File: src/rtl/sensor_pkg.sv
// Shared types and defaults for the periodic sensor-read / UART transfer scheduler.
package sensor_pkg;

  localparam int unsigned PERIOD_CYC_DEF  = 10_000_000;
  localparam int unsigned TIMEOUT_CYC_DEF = 1024;
  localparam int unsigned SPI_W           = 16;
  localparam int unsigned BYTE_W          = 8;

  typedef enum logic [3:0] {
    IDLE,
    SPI_START,
    SPI_WAIT,
    TX_HI,
    TX_HI_WAIT,
    TX_LO,
    TX_LO_WAIT,
    CPU_TX,
    CPU_WAIT
  } xfer_state_e;

  // Counter width for a modulus of n; never narrower than one bit.
  function automatic int unsigned cnt_w(input int unsigned n);
    return (n > 1) ? $clog2(n) : 1;
  endfunction

endpackage

File: src/rtl/sensor_xfer_sched_period_tick.sv
// Sampling-period counter with a single-entry pending tick and overrun detect.
module period_tick
  import sensor_pkg::*;
#(
  parameter int unsigned PERIOD_CYC = PERIOD_CYC_DEF
) (
  input  logic clk,
  input  logic rst,
  input  logic en,
  input  logic take,
  output logic tick_c,
  output logic tick_pend,
  output logic overrun_c
);

  localparam int unsigned CW = cnt_w(PERIOD_CYC);
  localparam logic [CW-1:0] LAST = CW'(PERIOD_CYC - 1);

  logic [CW-1:0] cnt;

  assign tick_c    = en && (cnt == LAST);
  assign overrun_c = tick_c && tick_pend;

  // Disabling clears both the phase and any unserviced tick.
  always_ff @(posedge clk or negedge rst) begin
    if (!rst) begin
      cnt       <= '0;
      tick_pend <= 1'b0;
    end else begin
      if (!en || tick_c) cnt <= '0;
      else               cnt <= cnt + CW'(1);

      if (!en || take)   tick_pend <= 1'b0;
      else if (tick_c)   tick_pend <= 1'b1;
    end
  end

endmodule

File: src/rtl/sensor_xfer_sched.sv
// Periodic SPI sensor read, forwarded as two UART bytes, sharing the UART with CPU bytes.
module sensor_xfer_sched
  import sensor_pkg::*;
#(
  parameter int unsigned PERIOD_CYC  = PERIOD_CYC_DEF,
  parameter int unsigned TIMEOUT_CYC = TIMEOUT_CYC_DEF
) (
  input  logic              clk,
  input  logic              rst,
  input  logic              en,
  output logic              spi_start,
  input  logic              spi_done,
  input  logic [SPI_W-1:0]  spi_data,
  output logic              uart_send,
  output logic [BYTE_W-1:0] uart_byte,
  input  logic              uart_busy,
  input  logic              cpu_req,
  input  logic [BYTE_W-1:0] cpu_byte,
  output logic              cpu_gnt,
  output logic [SPI_W-1:0]  sample,
  output logic              sample_valid,
  output logic              timeout_err,
  output logic              overrun_err
);

  localparam int unsigned TW = cnt_w(TIMEOUT_CYC);
  localparam logic [TW-1:0] TMO_LAST = TW'(TIMEOUT_CYC - 1);

  xfer_state_e       state, state_nx;
  logic              first_q;
  logic [TW-1:0]     tmo_cnt;
  logic              tick_c, tick_pend, overrun_c, sensor_req_c, take_c;
  logic              spi_start_nx, uart_send_nx, cpu_gnt_nx;
  logic [BYTE_W-1:0] uart_byte_nx;
  logic              sample_ld_c, timeout_c;

  // A tick in the current cycle counts as pending so it beats a simultaneous CPU request.
  assign sensor_req_c = tick_pend || tick_c;
  assign take_c       = (state == IDLE) && sensor_req_c;

  period_tick #(.PERIOD_CYC(PERIOD_CYC)) u_period_tick (
    .clk       (clk),
    .rst       (rst),
    .en        (en),
    .take      (take_c),
    .tick_c    (tick_c),
    .tick_pend (tick_pend),
    .overrun_c (overrun_c)
  );

  always_ff @(posedge clk or negedge rst) begin
    if (!rst) state <= IDLE;
    else      state <= state_nx;
  end

  // The *_WAIT states skip uart_busy on their first cycle while the UART picks up the byte.
  always_comb begin
    state_nx = state;
    case (state)
      IDLE: begin
        if (sensor_req_c)              state_nx = SPI_START;
        else if (cpu_req && !uart_busy) state_nx = CPU_TX;
      end
      SPI_START:  state_nx = SPI_WAIT;
      SPI_WAIT: begin
        if (spi_done)                  state_nx = TX_HI;
        else if (tmo_cnt == TMO_LAST)  state_nx = IDLE;
      end
      TX_HI:      if (!uart_busy)             state_nx = TX_HI_WAIT;
      TX_HI_WAIT: if (!first_q && !uart_busy) state_nx = TX_LO;
      TX_LO:      if (!uart_busy)             state_nx = TX_LO_WAIT;
      TX_LO_WAIT: if (!first_q && !uart_busy) state_nx = IDLE;
      CPU_TX:     state_nx = CPU_WAIT;
      CPU_WAIT:   if (!first_q && !uart_busy) state_nx = IDLE;
      default:    state_nx = IDLE;
    endcase
  end

  // Next values of the registered pulses; each fires on the transition it announces.
  always_comb begin
    spi_start_nx = 1'b0;
    uart_send_nx = 1'b0;
    cpu_gnt_nx   = 1'b0;
    uart_byte_nx = uart_byte;
    sample_ld_c  = 1'b0;
    timeout_c    = 1'b0;
    case (state)
      IDLE: begin
        if (sensor_req_c) begin
          spi_start_nx = 1'b1;
        end else if (cpu_req && !uart_busy) begin
          uart_send_nx = 1'b1;
          cpu_gnt_nx   = 1'b1;
          uart_byte_nx = cpu_byte;
        end
      end
      SPI_WAIT: begin
        if (spi_done)                 sample_ld_c = 1'b1;
        else if (tmo_cnt == TMO_LAST) timeout_c   = 1'b1;
      end
      TX_HI: begin
        if (!uart_busy) begin
          uart_send_nx = 1'b1;
          uart_byte_nx = sample[15:8];
        end
      end
      TX_LO: begin
        if (!uart_busy) begin
          uart_send_nx = 1'b1;
          uart_byte_nx = sample[7:0];
        end
      end
      default: ;
    endcase
  end

  // Output, timeout and sample registers.
  always_ff @(posedge clk or negedge rst) begin
    if (!rst) begin
      first_q      <= 1'b0;
      tmo_cnt      <= '0;
      spi_start    <= 1'b0;
      uart_send    <= 1'b0;
      cpu_gnt      <= 1'b0;
      uart_byte    <= '0;
      sample       <= '0;
      sample_valid <= 1'b0;
      timeout_err  <= 1'b0;
      overrun_err  <= 1'b0;
    end else begin
      first_q   <= (state_nx != state);
      tmo_cnt   <= (state == SPI_WAIT) ? tmo_cnt + TW'(1) : '0;
      spi_start <= spi_start_nx;
      uart_send <= uart_send_nx;
      cpu_gnt   <= cpu_gnt_nx;
      uart_byte <= uart_byte_nx;
      if (sample_ld_c) begin
        sample       <= spi_data;
        sample_valid <= 1'b1;
      end
      if (timeout_c) timeout_err <= 1'b1;
      if (overrun_c) overrun_err <= 1'b1;
    end
  end

endmodule

File: config.mk
export PLATFORM = sky130hd
export DESIGN_NAME = sensor_xfer_sched
export DESIGN_NICKNAME = d
export VERILOG_FILES = /design/src/rtl/sensor_pkg.sv /design/src/rtl/sensor_xfer_sched_period_tick.sv /design/src/rtl/sensor_xfer_sched.sv
export SDC_FILE = /design/constraint.sdc
export NUM_CORES = 1
export LEC_CHECK = 0
export BUFFER_PORTS_ARGS = -buffer_cell sky130_fd_sc_hd__buf_2
export CAP_MARGIN = 25
export CORE_UTILIZATION = 60
export DETAILED_ROUTE_END_ITERATION = 6
export GPL_TIMING_DRIVEN = 1
export PLACE_DENSITY = 0.95
export SLEW_MARGIN = 40
export SYNTH_ARGS = -nofsm -noshare
export SYNTH_HDL_FRONTEND = slang
export SYNTH_HIERARCHICAL = 1
export SYNTH_SLANG_ARGS = --single-unit
File: constraint.sdc
create_clock -name clk -period 5.1 [get_ports clk]
set_input_delay 0.51 -clock clk [delete_from_list [all_inputs] [get_ports clk]]
set_output_delay 0.51 -clock clk [all_outputs]
set_load 0.02 [all_outputs]
# Yosys cells after proc, flatten, opt, wreduce, memory -nomap -nowiden
# Index checks and enable logic that the tools add are counted.
# word_totals
wordCells,77
inputBits,30
out_inout_bits,30
register_bits,70
# op_classes
n_eq_ne,15
n_reduce_logical,17
add_sub_neg,2
mux,30
# op_table
op,n
2-to-1 mux 4 bit,8
2-to-1 mux 8 bit,4
case mux 4 bit (8 select lines),1
adder 24 x 1 -> 24 bit (second input constant),1
equality test 24 bit (second input constant),1
2-to-1 mux 24 bit,1
case mux 8 bit (3 select lines),1
equality test 4 x 3 -> 1 bit (second input constant),4
2-to-1 mux 1 bit,13
adder 10 x 1 -> 10 bit (second input constant),1
equality test 10 bit (second input constant),1
2-to-1 mux 10 bit,1
equality test 4 x 2 -> 1 bit (second input constant),2
inequality test 2 bit (second input constant),3
logical AND 1 bit,5
AND reduction 5 bit,1
equality test 4 x 1 -> 1 bit (second input constant),1
equality test 4 bit (second input constant),1
logical NOT 4 bit,1
inequality test 4 bit,1
OR reduction 2 bit,2
logical NOT 1 bit,3
logical OR 1 bit,3
nonzero test 3 bit,1
other kinds (3),3

# Longest topological paths before layout
# Gate-level depths: netlist of run 1.
# logic_depth
ltp_word,6
mapped_depth,10

# Hierarchy
# The synthesis of run 1 kept the hierarchy.
# by_module_without_submodules
module,area_per_inst_um2,seq_area_each_um2,n_inst,cells_per_inst
sensor_xfer_sched,2209.6,1126.1,1,183
period_tick,1401.3,625.6,1,142

# Least setup slack after synthesis of run 1
# No wires, ideal clock.
# synth_timing
kind,register -> register
from,register u_period_tick.cnt[0]
to,register uart_byte[0]
n_path_buf,1
setup_time_ns,0.125
path_slack_ns,2.660
t_required_ns,4.975
t_arrival_ns,2.315
path_stages_with_launch,11
path_cell_list,dfrtp_1 -> ha_1 -> and4_1 -> clkbuf_4 -> nand2_2 -> nor3_1 -> and2_1 -> nor2_1 -> a311oi_4 -> nor2_4 -> mux2_4
# synth_between
elab_chain_len,5
# synth_lines
element,line_no,rtl
start: declaration,sensor_xfer_sched_period_tick.sv:19,logic [CW-1:0] cnt;
start signal: assignment,sensor_xfer_sched_period_tick.sv:31,else cnt <= cnt + CW'(1);
equality test 24 bit,sensor_xfer_sched_period_tick.sv:21,assign tick_c = en && (cnt == LAST);
logical AND 1 bit,sensor_xfer_sched_period_tick.sv:21,
via tick_c,sensor_xfer_sched.sv:32,"logic tick_c, tick_pend, overrun_c, sensor_req_c, take_c;"
logical OR 1 bit,sensor_xfer_sched.sv:38,assign sensor_req_c = tick_pend || tick_c;
inequality test 2 bit (no source line),-,
AND reduction 5 bit (no source line),-,
end signal: assignment,sensor_xfer_sched.sv:136,uart_byte <= uart_byte_nx;
end: declaration,sensor_xfer_sched.sv:15,"output logic [BYTE_W-1:0] uart_byte,"
# The timed path passes the listed nets, and every way through them passes these cells.
# A chain may end at the register's enable or synchronous reset.

# Worst setup path after layout of run 1
# layout_timing
from,register u_period_tick.cnt[0]
to,register uart_byte[4]
# Same word-level chain as after synthesis.

==> results.toml, run 1 <==
[routing]
wl_um = 7990
drtPass1Iterations = 4
detail-route-antenna-nets = 0
drt-initial-drc-count = 226
num_vias = 2745
vias_per_cell = 5.97
wl_per_cell_um = 17.4
drc = 0

[yosys]
synth_flop_cell = "dfrtp_1"
synthCells = 325
synth-edff-count = 0
async_flop_share_pct = 100
ys_ff_latch = 70
synthTopCellsByArea = "dfrtp_1, mux2_4, nor2_1"
ys.warnings.count = 6
ys_seq_area_share_pct = 48.5
avgSynthCellArea_um2 = 11.1
yosys.area.top_type = "dfrtp_1"
synth_nets = 357
syn_area_mm2 = 0.00361
synth.distinct_cells = 63
netlist.area_leader.share_pct = 48.5

[pwr]
power_leakage_nw = 1.88
p_per_area_mw_per_mm2 = 489
ir_worst_vdd_mv = 0.345

[grt]
grt_usage_pct = 28.3
antenna_found_initial = 0
grt_pass1_wl_um = 13500
grt_overflow = 0
grt_max_degree = 71
first_global_vias = 2830

[worst_setup_path]
crit_type = "flip-flop to flip-flop"
required_ps = 5320
rr_startpoint = "u_period_tick/cnt[0]$_DFF_PN0_"
worstPathMaxFanout = 9
start_kind = "flip-flop"
cp.arrival_ps = 2990
endpoint_kind = "flip-flop"
critical_path.startpoint = "u_period_tick/cnt[0]$_DFF_PN0_"

[timing]
slew_headroom_pct = 59.5
fin_ws_ps = 2330
clock_skew_ps = 12.7
tns_ps = 0
fin_crit_sh_pct = 54.3
fmax_mhz = 361
grt_setup_unrepaired = "false"
min_period_ps = 2770
worstMarginPinSlew_ps = 607
slew_viol_final = 0
setup_violations = 0
final_hold_viol_count = 0

[finish]
stdcell_count = 460
utilization_pct = 73.3
fin_nets = 415
drive_gt1_share_pct = 30.2
fin_area_mm2 = 0.00413
n_fill_cell = 367
antenna_cells = 0
final_common_cell = "dfrtp_1"
final_cell_mix = "dfrtp_1, buf_2, nor2_1"
area_growth_pct = 14.4

[placed_design]
place_ws_ps = 2380
dp_cells = 444
dpl.hpwl_um = 5590
placedInstanceArea_mm2 = 0.00392
io_buffer_count = 59
place.gp.congestion = 0.887

[clocking]
h-tree-depth = 3
clkTransAtPathRegs_ps = 80
cts_tree = "built"
cts_root_buf = "clkbuf_8"
postCtsSetupBuffers = 0
clk_latency_ps = 350
cts.sinks = 70
cts_hold_buffers = 0
numCtsBuffers = 9
cts_resized = 0
cts_buffer_depth = 2

[die]
core_mm2 = 0.00564
start_util_pct = 64.0
boundaryPins = 60
fp.dieH_um = 79.6
fp-row-count = 27
die_x_um = 79.6
dieArea_mm2 = 0.00633

[worst_hold_path]
hp-class = "input port to asynchronous set/reset pin"

[status]
status = "complete, no violations"

[job]
maxCapViolations = 0
## logic make-up after synthesis
family / synth area share, %
AND/OR/NAND/NOR: 22.0
flip-flops: 48.5
AO/OA/AOI/OAI: 10.6
buffers and inverters: 4.75
multiplexers: 8.63
XOR/XNOR: 4.85
adder cells (fa/ha/maj): 0.693
## stage by stage
stage / hold slack (ps) / total power (W)
finish: 253 / 0.00202
global route: 310 / 0.00213
CTS: 373 / 0.00203
detailed placement: 459 / 0.00154
global placement: 449 / 0.00149
floorplan: 214 / 0.00134
## synth_stat cells (6+ instances only)
cell type  count
nand2_1       10
mux2_1         9
nand3_1       12
and2_1         6
nand4_1        9
o21ai_0        8
xor2_1        12
a22oi_1        8
nor2_1        31
and4_1         6
xnor2_1        8
o21ai_1        8
a21oi_1       12
mux2_4         8
mux2_2         8
dfrtp_1       70
inv_1         19
## registers in the layout, indices dropped and copies added, names as in the netlist, 4 cells and up
name,flops
u_period_tick/cnt,24
tmo_cnt,10
uart_byte,8
sample,16
state,4
## area by class of cell
| class | instances | area [µm²] | area share, % |
|---|---|---|---|
| Clock buffer | 10 | 128 | 3.09 |
| Timing Repair Buffer | 61 | 318 | 7.69 |
| Tap cell | 72 | 90.1 | 2.18 |
| Clock inverter | 6 | 86.3 | 2.09 |
| Multi-Input combinational cell | 222 | 1690 | 40.8 |
| Inverter | 19 | 71.3 | 1.73 |
| Sequential cell | 70 | 1750 | 42.4 |
## path summary, 6_finish.rpt
check                           slack, ps  depth (start not counted)                              to
worst min-delay path                  250                          2            tmo_cnt[5]$_DFF_PN0_
worst min register to register        470                          1         overrun_err$_DFFE_PN0P_
max in group asynchronous            4410                          2  u_period_tick/cnt[6]$_DFF_PN0_
min in group clk                      390                          2          sample[12]$_DFFE_PN0P_
worst max-delay path                 2330                          9        uart_byte[4]$_DFFE_PN0P_
worst max register to register       2330                          9        uart_byte[4]$_DFFE_PN0P_
## report_power, final
group / total [W] / switching [W] / internal [W]
combinational: 0.000721 / 0.000400 / 0.000321
clock: 0.000482 / 0.000207 / 0.000275
sequential: 0.000819 / 0.000135 / 0.000684
## routing by layer
layer	up-vias	share of wire [%]	track usage, %
met4	0	1.2	10.4
met2	114	51	47.4
met5	-	0	0
li1	1272	-	-
met3	9	6.1	7.89
met1	1350	42	34.7
## worst max-delay path: stages (launching register included)
cell      delay, ps
dfrtp_1         380
ha_1            220
and4_1          390
nand2_2         150
nor3_1          290
and2_1          300
nor2_1          120
a311oi_4        340
nor2_4          130
mux2_4          320
(Power assumes the default switching activity.)
==> inputs of run 2 (changes only) <==
--- a/config.mk
+++ b/config.mk
@@ -5,12 +5,13 @@
 export SDC_FILE = /design/constraint.sdc
 export NUM_CORES = 1
 export LEC_CHECK = 0
+export ABC_AREA = 1
 export BUFFER_PORTS_ARGS = -buffer_cell sky130_fd_sc_hd__buf_2
 export CAP_MARGIN = 25
-export CORE_UTILIZATION = 60
+export CORE_UTILIZATION = 56
 export DETAILED_ROUTE_END_ITERATION = 6
 export GPL_TIMING_DRIVEN = 1
-export PLACE_DENSITY = 0.95
+export PLACE_DENSITY = 0.91
 export SLEW_MARGIN = 40
 export SYNTH_ARGS = -nofsm -noshare
 export SYNTH_HDL_FRONTEND = slang
==> constraint.sdc (replaced) <==
create_clock -name clk -period 2.56 [get_ports clk]
set_input_delay 0.256 -clock clk [delete_from_list [all_inputs] [get_ports clk]]
set_output_delay 0.256 -clock clk [all_outputs]
set_load 0.02 [all_outputs]
==> run 2 against run 1 <==
Sequential cell count stayed put. Clock power up 100%. Critical path depth grew 1. Final area is 1.9% higher. Via count increased by 18%. Count of clock-buffer cells in the layout did not move. Worst hold slack got worse by 150 ps. Sequential power grew 84%. Total power increased by 91%. Largest power group unchanged. Combinational power increased by 91%. First-iteration DRC count is 8.0% lower. Setup slack got worse by 1900 ps.
==> results.toml, run 2 <==
[clocking]
cts_root_buf = "clkbuf_8"
clk_latency_ps = 350
postCtsSetupBuffers = 0
cts_tree = "built"
numCtsBuffers = 9
h-tree-depth = 3
cts_buffer_depth = 2
cts_hold_buffers = 1
cts_resized = 0
cts.sinks = 70
clkTransAtPathRegs_ps = 80

[yosys]
synthTopCellsByArea = "dfrtp_1, nand2_1, nor2_1"
synth.distinct_cells = 31
synth_top_family_by_area = "simple AND/OR/NAND/NOR gates"
yosys.area_share.xor_xnor_pct = 2.67
synthCells = 465
synth_compound_area_share_pct = 8.63
ys_ff_latch = 70
synth-adder-area-share_pct = 0.693
avgSynthCellArea_um2 = 7.76
synth-simple-area-share_pct = 32.3
ys.warnings.count = 6
netlist_top_cells_count = "nand2_1, nor2_1, dfrtp_1, inv_1, nand3_1"
ys_seq_area_share_pct = 48.5
async_flop_share_pct = 100
synth_nets = 497
yosys.area.top_type = "dfrtp_1"
synthMuxAreaShare_pct = 0
netlist.area_leader.share_pct = 48.5
synth_flop_cell = "dfrtp_1"
synth.most_common_cell = "nand2_1"
synth-edff-count = 0
syn_area_mm2 = 0.00361

[timing]
min_period_ps = 2130
tns_ps = 0
slew_viol_final = 0
fmax_mhz = 470
worstMarginPinSlew_ps = 718
grt_setup_unrepaired = "false"
fin_ws_ps = 433
slew_headroom_pct = 52.2
clock_skew_ps = 12.9
setup_violations = 0
final_hold_viol_count = 0
fin_crit_sh_pct = 83.1

[worst_setup_path]
cp_slowest_cell = "dfrtp_1"
path_cells = "ha_1 > nand3_2 > nor2_1 > nand3_2 > nor2_1 > nor2_1 > nand2_1 > o22ai_4 > nor2_1 > a21oi_1"
critPathMaxStageDelay_ps = 430
cp.arrival_ps = 2400
critical_path.top_delay_family = "simple AND/OR/NAND/NOR gates"
worstPathMaxFanout = 17
cp_num_buf_inv = 0
cp_common_cell = "nor2_1"
endpoint_kind = "flip-flop"
start_kind = "flip-flop"
required_ps = 2830
rrSetupSlack_ps = 430
crit_type = "flip-flop to flip-flop"

[finish]
regMostFlops = "u_period_tick/cnt"
top_regs = "u_period_tick/cnt x24, sample x16, tmo_cnt x10"
fin_nets = 564
largest_reg_flops = 24
drive_gt1_share_pct = 19.7
final_cell_mix = "nand2_1, nor2_1, dfrtp_1"
area_growth_pct = 16.6
n_fill_cell = 480
antenna_cells = 0
final_common_cell = "nand2_1"

[grt]
grt_pass1_wl_um = 12700
antenna_found_initial = 0
grt_max_degree = 34
first_global_vias = 2935
grt_overflow = 0
grt_usage_pct = 25.2

[die]
boundaryPins = 60
start_util_pct = 59.6
dieArea_mm2 = 0.00677
fp-row-count = 28
die_x_um = 82.3
core_mm2 = 0.00606
fp.dieH_um = 82.3

[routing]
num_vias = 3236
wl_per_cell_um = 13.2
drt-initial-drc-count = 208
detail-route-antenna-nets = 0
drc = 0
drtPass1Iterations = 5
wl_um = 8060
vias_per_cell = 5.29

[placed_design]
dpl.hpwl_um = 5990
place.gp.congestion = 0.935
place_ws_ps = 469
io_buffer_count = 59

[pwr]
pwr-share-clk_pct = 25.4
ir_worst_vdd_mv = 0.673
p_per_area_mw_per_mm2 = 919
totalPowerFinal_w = 0.00387
p_int_w = 0.00235
p_comb_share_pct = 35.7
power_leakage_nw = 1.98
power.switching_w = 0.00152
swShare_pct = 39.3
pwr-share-seq_pct = 38.9

[job]
maxCapViolations = 0

[worst_hold_path]
hp-class = "input port to flip-flop"

[status]
status = "complete, no violations"
run 2: final timing paths:
path / cells after the start / endpoint / from
setup / recovery: 10 / uart_byte[0]$_DFFE_PN0P_ / u_period_tick/cnt[0]$_DFF_PN0_
hold / removal: 3 / sample[14]$_DFFE_PN0P_ / spi_data[14]
setup reg to reg: 10 / uart_byte[0]$_DFFE_PN0P_ / u_period_tick/cnt[0]$_DFF_PN0_
hold reg to reg: 1 / tmo_cnt[0]$_DFF_PN0_ / tmo_cnt[0]$_DFF_PN0_
max in group asynchronous: 3 / state[3]$_DFF_PN0_ / rst
min in group asynchronous: 2 / u_period_tick/cnt[3]$_DFF_PN0_ / rst
run 2: kinds of logic after synthesis:
| kind of cell | after synthesis |
|---|---|
| buf+inv | 61 |
| flops | 70 |
| fa+ha+maj | 2 |
| compound gates | 56 |
| xor+xnor | 11 |
| simple gates | 265 |
run 2: power groups by stage:
| stage | clock network, W | logic [W] | registers [W] |
|---|---|---|---|
| after floorplan | 0 | 0.000738 | 0.00174 |
| after global placement | 0 | 0.00132 | 0.00152 |
| after detailed placement | 0 | 0.00137 | 0.00153 |
| after CTS | 0.000999 | 0.00138 | 0.00151 |
| after global routing | 0.00105 | 0.00153 | 0.00154 |
| final | 0.000983 | 0.00138 | 0.00151 |
run 2: cell type report:
class	count	area (µm²)	area share, %
clock inverter	6	93.8	2.23
multi-input combinational	334	1600	37.9
timing repair buffer	63	340	8.08
clock buffer	10	128	3.03
tap	75	93.8	2.23
inverter	54	205	4.87
sequential	70	1750	41.6
run 2: per-layer routing:
metal	routed length (µm)	global-route usage (%)
met5	0	0
met4	199	13.7
met3	414	4.51
met2	3910	41.3
met1	3530	31.6
run 2: stage by stage:
stage	utilization, %	hold slack [ps]	instance area, µm²	cells
final	69.5	104	4210	612
after global routing	69.5	106	4210	612
after CTS	69.5	94.7	4210	612
after detailed placement	65.6	349	3980	595
after global placement	65.6	340	3980	595
after floorplan	-	-39.6	3610	465
run 2: worst reg2reg max path, stage by stage, from the launching register on:
cell     delay (ps)
dfrtp_1         430
ha_1            280
nand3_2         140
nor2_1           70
nand3_2         120
nor2_1           50
nor2_1          170
nand2_1         140
o22ai_4         410
nor2_1          100
a21oi_1         140
==> inputs of run 3 (changes only) <==
==> constraint.sdc (replaced) <==
create_clock -name clk -period 2.1 [get_ports clk]
set_input_delay 0.21 -clock clk [delete_from_list [all_inputs] [get_ports clk]]
set_output_delay 0.21 -clock clk [all_outputs]
set_load 0.02 [all_outputs]
==> run 3 against run 2 <==
Total power is 19% higher. Fmax is 9.5% higher. Sequential power is 22% higher. Final area is 0.42% higher. Final cell count is 0.49% higher. Critical endpoint is now first_q$_DFF_PN0_. Core utilization is 0.29 points higher. First-iteration DRC count is 34% higher.
==> results.toml, run 3 (synthesis gave the netlist of run 2 again) <==
[grt]
antenna_found_initial = 0
grt_usage_pct = 25.2
grt_max_degree = 71
gr-usage-met1_pct = 31.4
grt_pass1_wl_um = 12800
top_usage_layer = "met2"
grt_overflow = 0
use_met2_pct = 42.9
first_global_vias = 2931
grt_use_met3_pct = 7.14

[clocking]
cts_root_buf = "clkbuf_8"
cts.sinks = 70
cts_buffer_depth = 2
h-tree-depth = 3
clk_latency_ps = 360
numCtsBuffers = 9
clkTransAtPathRegs_ps = 90
cts_tree = "built"

[routing]
wl_per_cell_um = 13.1
drt-initial-drc-count = 278
detail-route-antenna-nets = 0
vias_per_cell = 5.31
num_vias = 3265
drtPass1Iterations = 5
drc = 0
wl_um = 8080

[die]
fp-row-count = 28
boundaryPins = 60
fp.dieH_um = 82.3
start_util_pct = 59.6
core_mm2 = 0.00606
dieArea_mm2 = 0.00677
die_x_um = 82.3

[pwr]
p_int_w = 0.00267
pwr-share-seq_pct = 40.1
totalPowerFinal_w = 0.00459
power_leakage_nw = 1.98
ir_worst_vdd_mv = 0.878
p_comb_share_pct = 37.3
p_per_area_mw_per_mm2 = 1090
power.switching_w = 0.00192
swShare_pct = 41.8
pwr-share-clk_pct = 22.6

[worst_hold_path]
hold_start = "spi_data[13]"
hold_depth = 3
hold_end = "sample[13]$_DFFE_PN0P_"
hp-class = "input port to flip-flop"

[timing]
grt_setup_unrepaired = "false"
setup_violations = 0
tns_ps = 0
final_hold_viol_count = 0
worstMarginPinSlew_ps = 428
slew_viol_final = 0
min_period_ps = 1940
fin_ws_ps = 157
fmax_mhz = 515
fin_crit_sh_pct = 92.5
slew_headroom_pct = 71.4
clock_skew_ps = 12.0

[finish]
fin_nets = 567
n_fill_cell = 467
drive_gt1_share_pct = 20.9
top_regs = "u_period_tick/cnt x24, sample x16, tmo_cnt x10"
regMostFlops = "u_period_tick/cnt"
final_common_cell = "nand2_1"
area_growth_pct = 17.1
final_cell_mix = "nand2_1, nor2_1, dfrtp_1"
fin_area_mm2 = 0.00423
antenna_cells = 0
largest_reg_flops = 24

[worst_setup_path]
r2r_cells = 12
cp.arrival_ps = 2180
cp_common_cell = "nor2_1"
cp_slowest_cell = "dfrtp_1"
path_cells = "ha_4 > nand3_2 > nor2_2 > nand3_2 > nor2_1 > nor2_1 > nand2_1 > nor2_1 > nor2_1 > nand3_1 > nand2_1 > nand4_1"
rrSetupSlack_ps = 160
r2r-end = "first_q$_DFF_PN0_"
rr_startpoint = "u_period_tick/cnt[1]$_DFF_PN0_"
crit_type = "flip-flop to flip-flop"
worstPathMaxFanout = 5
start_kind = "flip-flop"
critical_path.top_delay_family = "simple AND/OR/NAND/NOR gates"
required_ps = 2330
cp_num_buf_inv = 0
critPathMaxStageDelay_ps = 440
endpoint_kind = "flip-flop"

[placed_design]
place.gp.congestion = 0.902
io_buffer_count = 59
place_ws_ps = 62.3
placedInstanceArea_mm2 = 0.00398
dpl.hpwl_um = 5700

[job]
maxCapViolations = 0

[status]
status = "complete, no violations"
run 3: worst max-delay path by stage:
| stage | end | slack [ps] | start | depth (start not counted) |
|---|---|---|---|---|
| after floorplan | uart_byte[6]$_DFFE_PN0P_ | 250 | u_period_tick/cnt[0]$_DFF_PN0_ | 11 |
| after global placement | uart_byte[5]$_DFFE_PN0P_ | 180 | u_period_tick/cnt[0]$_DFF_PN0_ | 9 |
| after detailed placement | uart_byte[5]$_DFFE_PN0P_ | 60 | u_period_tick/cnt[0]$_DFF_PN0_ | 10 |
| after CTS | uart_byte[5]$_DFFE_PN0P_ | 40 | u_period_tick/cnt[0]$_DFF_PN0_ | 10 |
| after global routing | first_q$_DFF_PN0_ | 10 | u_period_tick/cnt[1]$_DFF_PN0_ | 12 |
| final | first_q$_DFF_PN0_ | 160 | u_period_tick/cnt[1]$_DFF_PN0_ | 12 |
run 3: layer usage:
metal  vias up  wire length, µm
met3         9              415
li1       1609                -
met1      1554             3620
met5         -                0
met2        93             3950
met4         0               94
run 3: cell type report:
cell class                 instances  area (µm²)  share of cell area, %
clock inverter                     7        63.8                   1.51
clock buffer                       9         124                   2.93
tap                               75        93.8                   2.22
sequential                        70        1750                   41.5
timing repair buffer              66         375                   8.88
multi-input combinational        334        1610                   38.1
inverter                          54         205                   4.85
run 3: metrics by stage:
step / utilization, % / cells / hold slack, ps
2_1_floorplan: - / 465 / -85.6
3_3_place_gp: 65.6 / 595 / 256
3_5_place_dp: 65.6 / 595 / 257
4_1_cts: 68.9 / 612 / 38.9
5_1_grt: 69.8 / 615 / 44.1
6_report: 69.8 / 615 / 49.5
run 3: timing repair:
item / CTS / global route
setup endpoints to repair: 0 / 9
hold buffers: 1 / 0
hold endpoints to repair: 70 / 0
buffers inserted: 0 / 3
gates resized for setup: 0 / 4
run 3: power groups by stage:
stage,registers (W),logic [W],clock network (W)
after floorplan,0.00212,0.000900,0
after global placement,0.00185,0.00161,0
after detailed placement,0.00186,0.00166,0
after CTS,0.00184,0.00167,0.00106
after global routing,0.00189,0.00190,0.00113
final,0.00184,0.00171,0.00104
run 3: worst min-delay path: cells and delay by family:
family | cells | cell delay [ps]
buf+inv | 1 | 70
simple gates | 1 | 40
compound gates | 1 | 50
